==> src/rtl/lc3b_mem_sequencer.sv <==
// lc3b_mem_sequencer: multicycle load/store sequencer for the LC-3b memory port.
// Accepts one LDR/LDB/LDI/STR/STB/STI request at a time. It fetches the pointer
// for indirect ops and steers byte lanes for LDB/STB. Load data is returned with
// a one-cycle done pulse.
// Ports:
//   clk, reset         clock, asynchronous active-high reset
//   req_*              request handshake (valid/ready, opcode, address, store data)
//   done, rdata        completion pulse and load result (held until next load)
//   mem_*              unified memory port (strobes, address, byte enables, data, resp)
module lc3b_mem_sequencer #(
   parameter bit SEXT_LDB = 1'b1
) (
   input  logic        clk,
   input  logic        reset,
   input  logic        req_valid,
   output logic        req_ready,
   input  logic [3:0]  req_op,
   input  logic [15:0] req_addr,
   input  logic [15:0] req_wdata,
   output logic        done,
   output logic [15:0] rdata,
   output logic [15:0] mem_address,
   output logic        mem_read,
   output logic        mem_write,
   output logic [1:0]  mem_byte_enable,
   output logic [15:0] mem_wdata,
   input  logic [15:0] mem_rdata,
   input  logic        mem_resp
);

   localparam int unsigned DW  = 16;
   localparam int unsigned OPW = 4;
   localparam int unsigned BW  = 8;

   localparam logic [1:0] S_IDLE = 2'd0;
   localparam logic [1:0] S_IND  = 2'd1;
   localparam logic [1:0] S_ACC  = 2'd2;
   localparam logic [1:0] S_DONE = 2'd3;

   localparam logic [OPW-1:0] OP_LDB = 4'b0010;
   localparam logic [OPW-1:0] OP_STB = 4'b0011;
   localparam logic [OPW-1:0] OP_LDR = 4'b0110;
   localparam logic [OPW-1:0] OP_STR = 4'b0111;
   localparam logic [OPW-1:0] OP_LDI = 4'b1010;
   localparam logic [OPW-1:0] OP_STI = 4'b1011;

   logic [1:0]     state_q, state_d;
   logic [OPW-1:0] op_q, op_d;
   logic [DW-1:0]  addr_q, addr_d;
   logic [DW-1:0]  wdata_q, wdata_d;
   logic [DW-1:0]  rdata_d;
   logic           req_is_mem, req_is_ind, op_is_load;
   logic [DW-1:0]  word_addr;
   logic [BW-1:0]  ld_byte;
   logic [DW-1:0]  ld_byte_ext;

   // Request / latched-op decode
   assign req_is_mem = (req_op == OP_LDR) || (req_op == OP_LDB) || (req_op == OP_LDI) ||
                       (req_op == OP_STR) || (req_op == OP_STB) || (req_op == OP_STI);
   assign req_is_ind = (req_op == OP_LDI) || (req_op == OP_STI);
   assign op_is_load = (op_q == OP_LDR) || (op_q == OP_LDB) || (op_q == OP_LDI);

   // Word ops ignore addr[0]; it only selects the lane for LDB/STB
   assign word_addr   = {addr_q[DW-1:1], 1'b0};
   assign ld_byte     = addr_q[0] ? mem_rdata[DW-1:BW] : mem_rdata[BW-1:0];
   assign ld_byte_ext = SEXT_LDB ? {{(DW-BW){ld_byte[BW-1]}}, ld_byte}
                                 : {{(DW-BW){1'b0}}, ld_byte};

   // State and datapath registers
   always_ff @(posedge clk or posedge reset) begin
      if (reset) begin
         state_q <= S_IDLE;
         op_q    <= '0;
         addr_q  <= '0;
         wdata_q <= '0;
         rdata   <= '0;
      end else begin
         state_q <= state_d;
         op_q    <= op_d;
         addr_q  <= addr_d;
         wdata_q <= wdata_d;
         rdata   <= rdata_d;
      end
   end

   // Next-state and datapath update
   always_comb begin
      state_d = state_q;
      op_d    = op_q;
      addr_d  = addr_q;
      wdata_d = wdata_q;
      rdata_d = rdata;
      case (state_q)
         S_IDLE: begin
            if (req_valid && req_is_mem) begin
               op_d    = req_op;
               addr_d  = req_addr;
               wdata_d = req_wdata;
               state_d = req_is_ind ? S_IND : S_ACC;
            end
         end
         S_IND: begin
            // Fetched pointer replaces the address for the data access
            if (mem_resp) begin
               addr_d  = mem_rdata;
               state_d = S_ACC;
            end
         end
         S_ACC: begin
            if (mem_resp) begin
               if (op_is_load) begin
                  rdata_d = (op_q == OP_LDB) ? ld_byte_ext : mem_rdata;
               end
               state_d = S_DONE;
            end
         end
         default: state_d = S_IDLE;
      endcase
   end

   // Outputs decoded from state only, so strobes drop with an async reset
   always_comb begin
      req_ready       = 1'b0;
      done            = 1'b0;
      mem_read        = 1'b0;
      mem_write       = 1'b0;
      mem_address     = '0;
      mem_byte_enable = 2'b00;
      mem_wdata       = '0;
      case (state_q)
         S_IDLE: req_ready = 1'b1;
         S_IND: begin
            mem_read        = 1'b1;
            mem_address     = word_addr;
            mem_byte_enable = 2'b11;
         end
         S_ACC: begin
            mem_address = word_addr;
            if (op_is_load) begin
               mem_read        = 1'b1;
               mem_byte_enable = 2'b11;
            end else if (op_q == OP_STB) begin
               mem_write       = 1'b1;
               mem_wdata       = {wdata_q[BW-1:0], wdata_q[BW-1:0]};
               mem_byte_enable = addr_q[0] ? 2'b10 : 2'b01;
            end else begin
               mem_write       = 1'b1;
               mem_wdata       = wdata_q;
               mem_byte_enable = 2'b11;
            end
         end
         default: done = 1'b1;
      endcase
   end

endmodule
==> config.mk <==
export PLATFORM = sky130hd
export DESIGN_NAME = lc3b_mem_sequencer
export DESIGN_NICKNAME = d
export VERILOG_FILES = /design/src/rtl/lc3b_mem_sequencer.sv
export SDC_FILE = /design/constraint.sdc
export NUM_CORES = 1
export LEC_CHECK = 0
export BUFFER_PORTS_ARGS = -buffer_cell sky130_fd_sc_hd__buf_2
export CORE_MARGIN = 5
export CORE_UTILIZATION = 44
export DETAILED_ROUTE_END_ITERATION = 10
export GPL_TIMING_DRIVEN = 0
export PLACE_DENSITY = 0.85
export RECOVER_POWER = 100
export SYNTH_ARGS = -nofsm -noshare
export SYNTH_HDL_FRONTEND = slang
export SYNTH_SLANG_ARGS = --single-unit
==> constraint.sdc <==
create_clock -name clk -period 1.95 [get_ports clk]
set_clock_uncertainty 0.1 [all_clocks]
set_input_delay 0.4875 -clock clk [delete_from_list [all_inputs] [get_ports clk]]
set_output_delay 0.4875 -clock clk [all_outputs]
set_load 0.01 [all_outputs]
==> results.ini, run 1 <==
[run_status]
outcome=complete, but fails checks
violations=negative setup slack

[sta]
tightest_slew_ns=0.9239
fin_crit_sh_pct=113.5
min_period_ns=2.214
setup_violations=37
fin_hold_ws_ns=0.09460
slew_headroom_pct=38.41
rsz0062_at_grt=true
setup_ws_ns=-0.2639
slew_violations=0
timing.fmax_ghz=0.4517
hold_viol=0

[detailed_routing]
drt-wirelength-per-cell_um=17.82
viasPerCell=5.431
drtIter0Drc=129
drt.antenna.violating_nets=0
drt_first_pass_iters=4
wl_um=8730
num_vias=2661
drc=0

[clock_network]
root_buffer=clkbuf_8
htree_levels=2
clk_path_buf_depth=2
clock_sinks=54
cts_buffers=5
ctsHoldBuffers=0
clk_latency_ns=0.30
clk_pin_slew_worst_paths_ns=0.09
cts_tree=done

[global_route]
grt_use_total_pct=19.69
grt_pass1_wl_um=13390
antenna_found_initial=0
grt_overflow_total=0
grt_max_degree=43
grt_pass1_vias=2683

[layout]
drive_gt1_share_pct=50.12
nNetsFinal=472
synthToLayoutAreaGrowth_pct=41.97
stdcell_count=490
final_area_mm2=0.004080
utilization_pct=64.26
antenna_cells=0

[critical_path]
crit_slowest_cell=dfrtp_1
ff2ff_setup_slack_ns=-0.01
cp.arrival_ns=1.63
rr_endpoint=addr_q[1]
cp_data_required_time_ns=1.36
cp_top_family=buffers and inverters
path_max_fanout=7
startpoint_type=flop
critical_path_class=flop to primary output
worst_path_largest_cell_delay_ns=0.43
worst_setup_path_end_kind=primary output
rr_worst_depth=8
path_cells=buf_4, ha_4, nand2b_4, buf_8, inv_6, and2_4, buf_6
cp_num_buf_inv=4
r2r-start=state_q[1]

[logic_synthesis]
synth-edff-count=0
syn_area_mm2=0.002874
ys.flop_type=dfrtp_1
async_flop_share_pct=100.0
synth_cells=275
ys_seq_area_share_pct=47.02
synth_seq_cells=54
netlist-cell-type-count=40
avgSynthCellArea_um2=10.45
yosys_warnings=0
synth_fp_nets=335

[floorplanning]
rows=29
die_x_um=90.82
ios=110
initial_core_util_pct=45.26
coreArea_mm2=0.006350
fp.dieArea_mm2=0.008248
die_h_um=90.82

[placement]
postPlaceCellArea_mm2=0.003526
io_buffers=107
dp_worst_setup_slack_ns=-0.2032
hpwl_um=5957
numPlacedInstances=460
routabilityCongestion=0.8574

[power_and_ir_drop]
power.leakage_nw=1.913
ir_worst_vdd_v=0.001296
power.density_mw_per_mm2=1900

[worst_hold_path]
worst_hold_path_type=input port to asynchronous set/reset pin

[flow_run]
drv_cap=0

[synthesized netlist by cell type, types with 2 or more instances]
library cell | instances | share of area (%)
a2bb2oi_2 | 7 | 3.7
or3_1 | 10 | 2.2
buf_6 | 2 | 0.78
nand3b_1 | 7 | 1.8
o221a_2 | 6 | 2.4
nand2b_1 | 2 | 0.44
ha_1 | 4 | 1.7
o221a_1 | 4 | 1.6
and2_1 | 25 | 5.4
buf_4 | 6 | 1.6
o21ai_0 | 16 | 2.8
buf_2 | 7 | 1.2
mux2_2 | 13 | 5.1
nor2b_1 | 3 | 0.65
clkbuf_1 | 4 | 0.52
mux2i_1 | 2 | 0.70
a2bb2oi_1 | 5 | 1.5
nand2_1 | 37 | 4.8
and3_1 | 2 | 0.44
dfrtp_1 | 54 | 47
o21ai_1 | 10 | 1.7
mux2_1 | 7 | 2.7
a21oi_1 | 18 | 3.1
a21boi_0 | 2 | 0.52
inv_1 | 4 | 0.52
nor2_1 | 4 | 0.52
[final cells by class]
cell class / count / area, um^2
Buffer: 19 / 132.6
Inverter: 5 / 23.77
Fill cell: 488 / 2270
Sequential cell: 54 / 1355
Timing Repair inverter: 1 / 8.758
Clock inverter: 3 / 40.04
Multi-Input combinational cell: 197 / 1516
Clock buffer: 5 / 68.82
Timing Repair Buffer: 129 / 838.3
Tap cell: 77 / 96.34
[logic make-up (layout without fill, tap and decap cells)]
group                    count (synthesis)  count (layout)  share of synthesized area (%)
adder cells (fa/ha/maj)                  4               4                          1.741
flip-flops                              54              54                          47.02
multiplexers                            22              22                          8.533
AO/OA/AOI/OAI                           73              73                          19.20
buffers and inverters                   24             162                          4.832
AND/OR/NAND/NOR                         97              97                          18.55
other                                    1               1                         0.1305
[cell usage in the layout, fill, tap and decap left out, types with 3 or more instances in the layout]
| cell | instances |
|---|---|
| inv_1 | 3 |
| o221a_2 | 6 |
| o221a_1 | 4 |
| mux2_2 | 13 |
| a2bb2oi_2 | 7 |
| o21ai_0 | 17 |
| nand2_1 | 36 |
| buf_6 | 26 |
| clkbuf_8 | 5 |
| ha_4 | 3 |
| nor2_1 | 4 |
| nand3b_1 | 7 |
| and2_4 | 23 |
| or3_1 | 10 |
| mux2_1 | 7 |
| clkbuf_1 | 20 |
| a2bb2oi_1 | 5 |
| dfrtp_1 | 51 |
| buf_4 | 19 |
| o21ai_1 | 9 |
| buf_2 | 76 |
| a21oi_1 | 17 |
| dfrtp_2 | 3 |
[state kept, by name, indices dropped and copies added (netlist names)]
signal / count
addr_q: 16
rdata: 16
wdata_q: 16
op_q: 4
state_q: 2
[how the worst max path moves through the flow]
| stage | start | end | slack [ns] | depth (start not counted) |
|---|---|---|---|---|
| after floorplan | reset | addr_q[0] | 0.05 | 1 |
| after global placement | reset | addr_q[2] | -0.57 | 2 |
| after detailed placement | state_q[1] | mem_address[13] | -0.20 | 5 |
| after CTS | op_q[1] | mem_wdata[6] | -0.22 | 7 |
| after global routing | op_q[1] | mem_byte_enable[0] | -0.35 | 7 |
| final | state_q[1] | mem_wdata[5] | -0.26 | 7 |
[per-layer routing]
layer | track usage [%] | part of all wire [%] | routed length (um)
met1 | 24.47 | 40 | 3473
met3 | 4.000 | 5.7 | 494
met2 | 34.44 | 53 | 4606
met4 | 5.623 | 1.8 | 156
met5 | 0 | 0 | 0
[report_power, final]
group	switching [mW]	total, mW	internal, mW
clock network	0.359	0.737	0.379
registers	0.400	2.03	1.63
logic	2.20	4.98	2.78
total	2.96	7.75	4.79
[metrics by stage]
stage                     power, mW  setup TNS (ns)
after global routing          8.193          -10.64
after floorplan               4.164               0
after detailed placement      5.357          -2.339
final                         7.752          -7.480
after global placement        5.224          -32.33
after CTS                     6.831          -5.772
[what timing repair did]
| item | CTS | global route |
|---|---|---|
| pin swaps | 11 | 5 |
| gates cloned | 2 | 1 |
| buffers inserted | 15 | 4 |
| setup endpoints to repair | 35 | 44 |
| gates resized for setup | 38 | 45 |
Note: power is estimated with default switching activity, not from simulation.
==> run 2, diff against run 1 <==
CTS_CLUSTER_SIZE = 28   (was not set)
REMOVE_ABC_BUFFERS = 1   (was not set)
==> results.ini, run 2 (synthesized netlist as in run 1, its figures left out) <==
[run_status]
outcome=complete, but fails checks
violations=negative setup slack

[detailed_routing]
drc=0
num_vias=2743
wl_met3_um=527
drtIter0Drc=203
drt_first_pass_iters=4
drt-wirelength-per-cell_um=18.89
highest_layer=met4
wl_met1_um=3506
drt.antenna.violating_nets=0
viasPerCell=5.656
dr_wl_met2_um=4790
wl_um=9161

[clock_network]
clk_pin_slew_worst_paths_ns=0.11
ctsHoldBuffers=0
clk_path_buf_depth=2
cts_buffers=5
root_buffer=clkbuf_8
cts_tree=done
htree_levels=2
clock_sinks=54
clk_latency_ns=0.33

[global_route]
grt_pass1_vias=2753
grt_overflow_total=0
antenna_found_initial=0
grt_pass1_wl_um=13940
grt_max_degree=33
grt_use_total_pct=20.90

[sta]
setup_ws_ns=-0.3025
fin_setup_tns_ns=-7.689
min_period_ns=2.252
slew_violations=0
rsz0062_at_grt=true
slew_headroom_pct=42.82
fin_crit_sh_pct=115.5
timing.fmax_ghz=0.4440
fin_hold_ws_ns=0.2195
hold_viol=0
tightest_slew_ns=0.8567
setup_violations=38

[critical_path]
cp_num_buf_inv=3
path_cells=buf_4, nor4bb_4, buf_6, nand2_1, nand2_1, a21boi_0, buf_2
cp_top_family=buffers and inverters
cp_data_required_time_ns=1.36
critical_path_class=flop to primary output
crit_top_cell=nand2_1
worst_setup_path_end_kind=primary output
startpoint_type=flop
path_max_fanout=9
worst_path_largest_cell_delay_ns=0.40
crit_slowest_cell=dfrtp_1
cp.arrival_ns=1.66

[floorplanning]
die_x_um=90.82
initial_core_util_pct=45.26
ios=110
coreArea_mm2=0.006350
die_h_um=90.82
rows=29
fp.dieArea_mm2=0.008248

[layout]
fill_cells=455
drive_gt1_share_pct=53.68
final_cell_mix=buf_2, dfrtp_1, nand2_1
reg.largest.list=addr_q: 16 flops, rdata: 16 flops, wdata_q: 16 flops
antenna_cells=0
synthToLayoutAreaGrowth_pct=45.54
final_common_cell=buf_2
stdcell_count=485
utilization_pct=65.87
final_area_mm2=0.004183
nNetsFinal=467

[power_and_ir_drop]
ir_worst_vdd_v=0.001090
power.density_mw_per_mm2=1908
power.total_mw=7.979
power.leakage_nw=1.935

[placement]
numPlacedInstances=442
postPlaceCellArea_mm2=0.003413
dp_worst_setup_slack_ns=-0.9064
io_buffers=108
hpwl_um=5856
routabilityCongestion=0.8628

[flow_run]
drv_cap=0

[worst_hold_path]
worst_hold_path_type=input port to asynchronous set/reset pin

[run 2: cell count changes in the layout (fill, tap and decap cells not counted), moves of 3 or more]
cell      delta
and2_1       +3
a21oi_1      -7
and2_4       -3
a21oi_2      +6
buf_4        +3
clkbuf_1     -4
[run 2: what timing repair did]
action                     in CTS  in global routing
setup buffers                  23                 10
setup endpoints to repair      88                 68
pin swaps                      12                  4
gates cloned                    1                  2
resized for setup              67                 34
[run 2: worst paths after layout]
path / slack [ns] / cells past startpoint / to / startpoint
min reg2reg: 0.40 / 1 / wdata_q[12] / wdata_q[12]
min: 0.22 / 2 / state_q[0] / reset
max reg2reg: -0.01 / 8 / addr_q[9] / state_q[1]
max in group asynchronous: 0.34 / 3 / addr_q[10] / reset
min in group clk: 0.28 / 2 / wdata_q[12] / req_wdata[12]
max: -0.30 / 7 / mem_byte_enable[0] / op_q[1]
[run 2: power breakdown]
part | leakage, nW | internal (mW) | switching, mW
registers | 0.612 | 1.63 | 0.392
logic | 1.27 | 2.91 | 2.35
clock network | 0.0514 | 0.293 | 0.400
total | 1.94 | 4.83 | 3.15
[run 2: area by class of cell]
class	count	area, um^2	share of cell area (%)
inverters	5	26.28	0.6282
clock inverters	2	17.52	0.4188
repair buffers	144	991.0	23.69
flip-flops and latches	54	1355	32.40
well taps	77	96.34	2.303
clock buffers	6	82.58	1.974
multi-input cells	197	1614	38.59
[run 2: per-layer routing]
metal	vias up	track usage, %
li1	1232	-
met3	35	4.083
met5	-	0
met2	118	36.38
met1	1358	25.16
met4	0	8.557
==> run 3, diff against run 2 <==
CORE_ASPECT_RATIO = 0.5   (was not set)
CORE_MARGIN = 1.5   (was 5)
==> results.ini, run 3 (synthesized netlist as in run 1, its figures left out) <==
[layout]
final_cell_mix=buf_2, dfrtp_1, nand2_1
antenna_cells=0
drive_gt1_share_pct=53.06
nNetsFinal=468
stdcell_count=497
synthToLayoutAreaGrowth_pct=46.67
reg.largest.list=addr_q: 16 flops, rdata: 16 flops, wdata_q: 16 flops
fill_cells=429
final_common_cell=buf_2
utilization_pct=68.20

[power_and_ir_drop]
ir_worst_vdd_v=0.0009004
power.clock.fraction_pct=11.2
power.leakage_nw=1.955
seqPwrFrac_pct=24.5
switchingPower_mw=3.306
power.density_mw_per_mm2=1985
p_comb_share_pct=64.3
netSwitchingFraction_pct=39.51
power.internal_mw=5.063

[detailed_routing]
drt_first_pass_iters=5
drc=0
highest_layer=met4
wl_met1_um=3861
wl_um=10050
drt-wirelength-per-cell_um=20.22
viasPerCell=5.893
wl_met3_um=794
drtIter0Drc=285
num_vias=2929
drt.antenna.violating_nets=0
dr_wl_met2_um=4755

[floorplanning]
coreArea_mm2=0.006181
fp.dieArea_mm2=0.007055
initial_core_util_pct=46.50
die_x_um=117.3
rows=20
die_h_um=60.15
ios=110

[clock_network]
cts_tree=done
htree_levels=2
cts_buffers=5
clock_sinks=54
clk_latency_ns=0.30
ctsHoldBuffers=0
root_buffer=clkbuf_16
clk_pin_slew_worst_paths_ns=0.08
clk_path_buf_depth=2

[sta]
hold_viol=0
tightest_slew_ns=0.9048
setup_ws_ns=-0.3076
fin_crit_sh_pct=115.8
fin_setup_tns_ns=-8.739
min_period_ns=2.258
timing.fmax_ghz=0.4430
rsz0062_at_grt=true
slew_headroom_pct=39.62
setup_violations=51
slew_violations=0

[critical_path]
worst_setup_path_end_kind=primary output
cp_data_required_time_ns=1.36
rr_worst_depth=6
ff2ff_setup_slack_ns=-0.13
cp.arrival_ns=1.67
rr_endpoint=addr_q[9]
critical_path_class=flop to primary output
startpoint_type=flop
r2r-start=state_q[1]
path_max_fanout=9

[run_status]
violations=negative setup slack
outcome=complete, but fails checks

[placement]
io_buffers=108
numPlacedInstances=453
hpwl_um=5261
routabilityCongestion=0.7742

[flow_run]
drv_cap=0

[global_route]
grt_use_total_pct=25.60
grt_overflow_total=0
grt_pass1_vias=2690
grt_max_degree=31
grt_pass1_wl_um=13440
antenna_found_initial=0

[worst_hold_path]
worst_hold_path_type=input port to asynchronous set/reset pin

[run 3: worst max-delay path by stage]
| stage | start | to | slack (ns) | cells past startpoint |
|---|---|---|---|---|
| after detailed placement | state_q[1] | addr_q[9] | -0.94 | 6 |
| after floorplan | state_q[1] | addr_q[4] | -0.33 | 6 |
| after global routing | op_q[2] | mem_wdata[9] | -0.38 | 5 |
| final | op_q[2] | mem_wdata[9] | -0.31 | 5 |
| after CTS | op_q[0] | mem_wdata[3] | -0.27 | 6 |
| after global placement | state_q[1] | addr_q[5] | -0.90 | 6 |
[run 3: final cells by class]
class | instances | area [um^2] | area share, %
clock buffer | 7 | 142.6 | 3.384
multi-input combinational | 198 | 1603 | 38.02
tap | 88 | 110.1 | 2.612
inverter | 5 | 23.77 | 0.5640
timing repair buffer | 143 | 965.9 | 22.91
clock inverter | 1 | 5.005 | 0.1187
timing repair inverter | 1 | 7.507 | 0.1781
sequential | 54 | 1358 | 32.21
[run 3: what timing repair did]
item,CTS,global route
gates cloned,3,0
resized for setup,60,34
pin swaps,11,7
setup endpoints to repair,88,68
buffers inserted,16,18
[run 3: layer usage]
layer,GRT usage [%],up-vias
met3,4.868,72
li1,-,1234
met2,43.27,217
met4,15.32,0
met5,2.222,-
met1,30.92,1406
[run 3: power groups by stage]
stage | Sequential [mW] | Combinational [mW] | Clock (mW)
2_1_floorplan | 1.97 | 2.04 | 0
3_3_place_gp | 1.95 | 3.11 | 0
3_5_place_dp | 1.98 | 3.19 | 0
4_1_cts | 2.01 | 4.43 | 0.914
5_1_grt | 2.10 | 5.69 | 0.959
6_report | 2.05 | 5.38 | 0.937
[run 3: worst max-delay path, stage by stage, from the launching register on]
cell and delay [ns]:
dfrtp_2 0.48, nor4bb_4 0.33, buf_6 0.18, nand2_1 0.08, a21oi_2 0.14, buf_2 0.14
[run 3: metrics by stage]
| step | setup slack [ns] | hold WS [ns] | area (um^2) | power (mW) |
|---|---|---|---|---|
| 6_report | -0.3076 | 0.2748 | 4215 | 8.369 |
| 5_1_grt | -0.3770 | 0.3233 | 4215 | 8.749 |
| 4_1_cts | -0.2720 | 0.1594 | 3983 | 7.351 |
| 3_5_place_dp | -0.9426 | 0.3776 | 3427 | 5.173 |
| 3_3_place_gp | -0.9017 | 0.3673 | 3407 | 5.068 |
| 2_1_floorplan | -0.3322 | 0.3580 | 2756 | 4.012 |
